--- src/rtl/uart_rx_frame.sv ---
// UART receive framer: start-bit detection, 3-sample mid-bit majority vote,
// LSB-first data capture, optional parity check and 1 or 2 stop bits.
// All framing state advances only on oversample ticks (i_en); the publish
// pulse on o_valid is a single i_clk cycle regardless of tick rate.
//
// state    | meaning
// ---------+-------------------------------------------------------------
// S_IDLE   | line idle, waiting for a tick with i_rx low
// S_START  | inside start bit; false start rejected at the vote tick
// S_DATA   | shifting in DATA_BITS data bits, LSB first
// S_PARITY | voting the parity bit (only when PARITY != 0)
// S_STOP   | voting stop bit(s); frame published at the final vote tick
module uart_rx_frame #(
  parameter int OSR       = 16,
  parameter int DATA_BITS = 8,
  parameter int PARITY    = 0,
  parameter int STOP_BITS = 1
) (
  input  logic                 i_clk,
  input  logic                 i_rst_n,
  input  logic                 i_en,
  input  logic                 i_rx,
  output logic [DATA_BITS-1:0] o_data,
  output logic                 o_valid,
  output logic                 o_parity_err,
  output logic                 o_frame_err,
  output logic                 o_busy
);

  localparam int TW = $clog2(OSR);
  localparam int BW = $clog2(DATA_BITS + 1);

  localparam logic [TW-1:0] T_S0   = TW'(OSR / 2 - 1);
  localparam logic [TW-1:0] T_S1   = TW'(OSR / 2);
  localparam logic [TW-1:0] T_VOTE = TW'(OSR / 2 + 1);
  localparam logic [TW-1:0] T_LAST = TW'(OSR - 1);

  localparam logic [BW-1:0] B_LAST_DATA = BW'(DATA_BITS - 1);
  localparam logic [BW-1:0] B_LAST_STOP = BW'(STOP_BITS - 1);

  typedef enum logic [2:0] {
    S_IDLE,
    S_START,
    S_DATA,
    S_PARITY,
    S_STOP
  } state_e;

  state_e                 state_q, state_d;
  logic [TW-1:0]          tick_q, tick_d;
  logic [BW-1:0]          bitn_q, bitn_d;
  logic                   smp0_q, smp0_d;
  logic                   smp1_q, smp1_d;
  logic [DATA_BITS-1:0]   shift_q, shift_d;
  logic                   perr_q, perr_d;
  logic                   ferr_q, ferr_d;
  logic [DATA_BITS-1:0]   data_q, data_d;
  logic                   valid_q, valid_d;
  logic                   perr_out_q, perr_out_d;
  logic                   ferr_out_q, ferr_out_d;

  logic                   vote;
  logic                   at_vote;
  logic                   at_last;
  logic [TW-1:0]          tick_inc;

  // Third vote sample is the live line at the vote tick, so no third register.
  assign vote     = (smp0_q & smp1_q) | (smp0_q & i_rx) | (smp1_q & i_rx);
  assign at_vote  = (tick_q == T_VOTE);
  assign at_last  = (tick_q == T_LAST);
  assign tick_inc = at_last ? '0 : tick_q + TW'(1);

  // Next-state, counters, sampling, and publish decision.
  always_comb begin
    state_d    = state_q;
    tick_d     = tick_q;
    bitn_d     = bitn_q;
    smp0_d     = smp0_q;
    smp1_d     = smp1_q;
    shift_d    = shift_q;
    perr_d     = perr_q;
    ferr_d     = ferr_q;
    data_d     = data_q;
    valid_d    = 1'b0;
    perr_out_d = perr_out_q;
    ferr_out_d = ferr_out_q;

    if (i_en) begin
      if (state_q != S_IDLE) begin
        tick_d = tick_inc;
        if (tick_q == T_S0) smp0_d = i_rx;
        if (tick_q == T_S1) smp1_d = i_rx;
      end

      case (state_q)
        S_IDLE: begin
          if (!i_rx) begin
            // This tick is tick 0 of the start bit.
            state_d = S_START;
            tick_d  = TW'(1);
            bitn_d  = '0;
            perr_d  = 1'b0;
            ferr_d  = 1'b0;
          end
        end

        S_START: begin
          if (at_vote && vote) begin
            state_d = S_IDLE;
            tick_d  = '0;
          end else if (at_last) begin
            state_d = S_DATA;
            bitn_d  = '0;
          end
        end

        S_DATA: begin
          if (at_vote) shift_d = {vote, shift_q[DATA_BITS-1:1]};
          if (at_last) begin
            if (bitn_q == B_LAST_DATA) begin
              state_d = (PARITY != 0) ? S_PARITY : S_STOP;
              bitn_d  = '0;
            end else begin
              bitn_d = bitn_q + BW'(1);
            end
          end
        end

        S_PARITY: begin
          if (at_vote) perr_d = (PARITY == 2) ? ~(^shift_q ^ vote) : (^shift_q ^ vote);
          if (at_last) begin
            state_d = S_STOP;
            bitn_d  = '0;
          end
        end

        S_STOP: begin
          if (at_vote) begin
            ferr_d = ferr_q | ~vote;
            if (bitn_q == B_LAST_STOP) begin
              // Leave at mid-bit so the next start edge has half a bit of slack.
              data_d     = shift_q;
              perr_out_d = perr_q;
              ferr_out_d = ferr_q | ~vote;
              valid_d    = 1'b1;
              state_d    = S_IDLE;
              tick_d     = '0;
            end
          end else if (at_last) begin
            bitn_d = bitn_q + BW'(1);
          end
        end

        default: begin
          state_d = S_IDLE;
          tick_d  = '0;
        end
      endcase
    end
  end

  // State and output registers with asynchronous clear.
  always_ff @(posedge i_clk or negedge i_rst_n) begin
    if (!i_rst_n) begin
      state_q    <= S_IDLE;
      tick_q     <= '0;
      bitn_q     <= '0;
      smp0_q     <= 1'b0;
      smp1_q     <= 1'b0;
      shift_q    <= '0;
      perr_q     <= 1'b0;
      ferr_q     <= 1'b0;
      data_q     <= '0;
      valid_q    <= 1'b0;
      perr_out_q <= 1'b0;
      ferr_out_q <= 1'b0;
    end else begin
      state_q    <= state_d;
      tick_q     <= tick_d;
      bitn_q     <= bitn_d;
      smp0_q     <= smp0_d;
      smp1_q     <= smp1_d;
      shift_q    <= shift_d;
      perr_q     <= perr_d;
      ferr_q     <= ferr_d;
      data_q     <= data_d;
      valid_q    <= valid_d;
      perr_out_q <= perr_out_d;
      ferr_out_q <= ferr_out_d;
    end
  end

  assign o_data       = data_q;
  assign o_valid      = valid_q;
  assign o_parity_err = perr_out_q;
  assign o_frame_err  = ferr_out_q;
  assign o_busy       = (state_q != S_IDLE);

endmodule

--- config.mk ---
export PLATFORM = sky130hd
export DESIGN_NAME = uart_rx_frame
export DESIGN_NICKNAME = d
export VERILOG_FILES = /design/src/rtl/uart_rx_frame.sv
export SDC_FILE = /design/constraint.sdc
export NUM_CORES = 1
export LEC_CHECK = 0
export ABC_AREA = 1
export CAP_MARGIN = 30
export CORE_MARGIN = 10
export CORE_UTILIZATION = 40
export DETAILED_ROUTE_END_ITERATION = 10
export PLACE_DENSITY = 0.69
export SLEW_MARGIN = 20
export SYNTH_ARGS = -nofsm -noshare
export SYNTH_HDL_FRONTEND = slang
export SYNTH_SLANG_ARGS = --single-unit
--- constraint.sdc ---
create_clock -name i_clk -period 1.6 [get_ports i_clk]
set_input_delay 0.32 -clock i_clk [delete_from_list [all_inputs] [get_ports i_clk]]
set_output_delay 0.32 -clock i_clk [all_outputs]
set_load 0.05 [all_outputs]
; Word-level counts from Yosys, hierarchy flattened
; Cells that the tools add are included.
[word_totals]
in_bits = 4
ff_bits = 34
elab_cells = 92
out_inout_bits = 12
[classes]
n_reduce_logical = 17
bitwise = 8
n_mux = 33
n_eq_ne = 20
add_sub_neg = 2
[ops]
columns = op, n
row1 = $mux W4, 13
row2 = $mux W3, 8
row3 = $ne A2 B2 Y1 const B, 10
row4 = $pmux W4 S5, 1
row5 = $pmux W4 S4, 1
row6 = $pmux W3 S5, 1
row7 = $eq A4 B4 Y1 const B, 3
row8 = $reduce_and A4 Y1, 3
row9 = $reduce_and A3 Y1, 3
row10 = $add A4 B1 Y4 const B, 2
row11 = $eq A4 B3 Y1 const B, 2
row12 = $reduce_and A8 Y1, 1
row13 = $reduce_xor A8 Y1, 1
row14 = $mux W1, 7
row15 = $reduce_and A7 Y1, 1
row16 = $eq A3 B2 Y1 const B, 2
row17 = $reduce_bool A5 Y1, 1
row18 = $logic_not A4 Y1, 1
row19 = $pmux W1 S2, 2
row20 = $reduce_bool A2 Y1, 2
row21 = $and A1 B1 Y1, 3
row22 = $eq A3 B1 Y1 const B, 1
row23 = $eq A3 B3 Y1 const B, 1
row24 = $logic_not A3 Y1, 1
row25 = other kinds (7), 9

; Longest topological paths before layout
[depth]
word_depth = 7
mapped_depth = 11
depth_no_buf = 11

; Worst setup path before layout
; Ideal clock, no wire load.
[synth_path]
path_type = register -> register
from = reg tick_q[1]
to = reg state_q[2]
slack_ns = 0.132
setup_ns = 0.117
stages_incl_launch_ff = 9
required_time_ns = 1.483
arrival_ns = 1.352
n_path_buf = 0
period_less_slack_ns = 1.468
path_cell_list = dfrtp_1 > inv_1 > ha_1 > nand3_1 > o21ai_1 > nor3b_4 > nand2_2 > nand2_1 > nand2_1
[synth_via]
elab_chain_len = 4
elab_cells_between_ends = 10
classes_between = eq/ne (6) / mux (2) / reduce/logical (2)
[synth_lines]
columns = element, line_no
row1 = from (decl), 50  ; logic [TW-1:0] tick_q, tick_d;
row2 = from (signal assigned), 179  ; tick_q <= tick_d;
row3 = $eq A4 B4 Y1, 69  ; assign at_vote = (tick_q == T_VOTE);
row4 = $logic_and A1 B1 Y1, 108  ; if (at_vote && vote) begin
row5 = $ne A3 B3 Y1 (no line) or $mux W3 (tied branches), -
row6 = $reduce_and A8 Y1 (no line) or $pmux W3 S5 (tied branches), -
row7 = to (signal assigned), 178  ; state_q <= state_d;
row8 = to (decl), 49  ; state_e state_q, state_d;
; Several ways; a longest one is shown, not always the timed one.
; A chain may end at the register's enable or synchronous reset.

; Worst setup path after layout
[layout_path]
from = reg state_q[1]
to = out o_busy
[layout_via]
elab_chain_len = 1
[layout_lines]
columns = element, line_no
row1 = $reduce_bool A3 Y1, 197  ; assign o_busy = (state_q != S_IDLE);
row2 = to (decl), 27  ; output logic o_busy
; Every way passes these cells.

==> metrics.md <==
| Metric | Value |
|---|---|
| Clk buf depth | 2 |
| Final Cycle Share | a little over nine tenths |
| Placement Setup Slack | -0.1300 ns |
| Nets@finish | 299 |
| WL per Instance | 11.90 um |
| Unrepaired setup endpoints after global routing | true |
| Leak | 1.213 nW |
| Share of layout cells above drive strength 1 | a little under a quarter |
| Routability Congestion | 0.8431 |
| Worst path required time | 1.28 ns |
| Final ANT Viol Nets | 0 |
| GRT busiest layer | met2 |
| Syn_area_per_cell | 7.482 um^2 |
| Clk_skew | 0.004660 ns |
| Yosys cell types | 25 |
| Power Density | 1259 nW/um^2 |
| Final instance area | 2375 um^2 |
| H-tree Lvls | 2 |
| Dpl hpwl | 2963 um |
| Die area | roughly 8000 um^2 |
| Final Hold Vio Count | 0 |
| Post-synth ARST share | 100.0% |
| Yosys top cell by area | dfrtp_1 |
| Fin. max-slew vios | 0 |
| Dpl cell area | 2202 um^2 |
| DRT iter0 DRCs | 88 |
| Count leader, synth | nand2_1 |
| Largest net degree at the start of global routing | 35 |
| Worst Setup Start Kind | flop |
| Register area share after synthesis | 45.48% |
| Cts bufs inserted | 5 |
| Worst-path fanout max | 10 |
| Status | finished clean |
| Vias in the first global route | 1510 |
| GRT Resource Usage Total | 10.97% |
| GR Util met3 | approximately 3.7% |
| Top post-synthesis cells by area | dfrtp_1 45%, nand2_1 19%, o21ai_0 7.5%, inv_1 5.4%, nand3_1 4.8% |
| Worst slew pin tran | 0.3239 ns |
| Fmax | ~650 MHz |
| Critical Path End Type | output port |
| Starting Density | about 42% |
| CTS tree | built |
| GR Overflow Total | 0 |
| Initial antenna violation count | 0 |
| Number of synthesized register bits | 34 |
| IO Count | 16 |
| Setup violations, final | 0 |
| Tmin final | 1.544 ns |
| Clk Latency, worst-skew pair | 0.29 ns |
| Post-synth EDFFs | 0 |
| Vert. Die Dim | 88.39 um |
| Vias/cell | between 4 and 5 |
| Reg clk slew, reported paths | 0.07 ns |
| Layout area overhead | 26.96% |
| Post-Syn Instances | 250 |
| Num rows | 24 |
| Yosys top cell area share | between 40% and 50% |
| DRC | 0 |
| Setup WS post-layout | 0.05560 ns |
| Pre-antenna DRT Iters | 4 |
| Synth Flop Type | dfrtp_1 |
| Synthesized cell area | between 1500 and 2000 um^2 |
| Ys Warns | 0 |
| HP Class | input pin to async pin |
| Crit path DAT | around 1.2 ns |
| Crit Path Class | flop to output port |
| Antenna Diode Count | 0 |
| Met2 usage | 17.41% |
| DRT Wirelength | about 4100 um |
| CTS Sinks | 34 |
| Global-route track usage on met1 | 13.06% |
| Core area | 4444 um^2 |
| Number of max-cap violations | 0 |
| Routed via count | around 1700 |
| Die width | 88.39 um |
| Synth cell count leaders | 93 x nand2_1, 34 x dfrtp_1, 28 x o21ai_0, 27 x inv_1, 18 x nand3_1 |
| Hold_buf cts | 0 |
| Setup TNS Final | 0 ns |
| I/O Buffers | 15 |
| Peak supply drop | 0.0007818 V |
| Root Driver | clkbuf_8 |
| Hold slack | 0.3949 ns |
| Rel. slew slack | 78.29% |
| Net Count, Synth | 259 |
| First-pass GRT wire length | between 6000 and 7000 um |
cell type report:
type	instances	area (um^2)
multi-input cells	184	949.7
repair buffers	36	306.5
clock buffers	6	72.57
inverters	29	113.9
fillers	423	2069
flip-flops and latches	34	853.3
clock inverters	2	13.76
well taps	52	65.06
per-stage QoR:
stage,power [mW],utilization [%],std cells
2_1_floorplan,1.849,-,250
6_report,2.990,53.43,343
3_3_place_gp,2.171,49.55,332
4_1_cts,2.854,51.66,340
5_1_grt,3.241,53.43,343
3_5_place_dp,2.190,49.55,332
metal layers:
metal	vias to the layer above	part of all wire (%)
li1	881	-
met4	0	2.0
met5	-	0
met1	764	46
met2	41	46
met3	9	5.9
worst max-delay path, cell delays in order, from the launching register on:
cell     delay [ns]
dfrtp_2        0.45
nor2_4         0.14
nand2_4        0.12
buf_4          0.22
power by group:
part / internal [mW] / total, mW / switching [mW]
Sequential: 0.961 / 1.06 / 0.101
Combinational: 0.486 / 1.29 / 0.806
Clock: 0.307 / 0.636 / 0.329
Total: 1.75 / 2.99 / 1.24
final timing paths:
kind	end	depth (start not counted)	slack [ns]	startpoint
setup / recovery	o_busy	3	0.06	state_q[1]
hold / removal	o_data[5]	2	0.39	i_rst_n
setup reg to reg	state_q[2]	8	0.08	tick_q[1]
hold reg to reg	o_parity_err	2	0.48	perr_q
max in group asynchronous	state_q[0]	2	1.02	i_rst_n
min in group i_clk	o_parity_err	2	0.48	perr_q
sequential cells by signal (all words and copies together) (netlist names):
register and count:
ferr_q 1, o_valid 1, o_data 8, smp0_q 1
tick_q 4, shift_q 8, perr_q 1, o_parity_err 1
state_q 3, o_frame_err 1, bitn_q 4, smp1_q 1
timing repair:
item	in CTS	in global routing
buffers inserted	0	3
endpoints found under the setup margin	4	25
pin swaps	1	7
resized for setup	3	23
cloned	0	0
cells in the final DEF (no fill, tap or decap), drive strengths merged:
cell type,count
nand2,98
dfrtp,34
buf,33
o21ai,30
inv,29
nand3,18
nor2,15
clkbuf,6
ha,5
nor3,5
a21oi,4
nand4,3
clkdlybuf4s50,3
a22oi,2
clkinv,2
o21a,1
nor3b,1
nand3b,1
xor2,1
logic make-up after synthesis:
| group | synth area share [%] |
|---|---|
| buffers and inverters | 6.823 |
| adder cells (fa/ha/maj) | 3.344 |
| flip-flops | 45.49 |
| XOR/XNOR | 0.4683 |
| AO/OA/AOI/OAI | 10.50 |
| AND/OR/NAND/NOR | 33.38 |
Note: power is estimated with default switching activity, not from simulation.
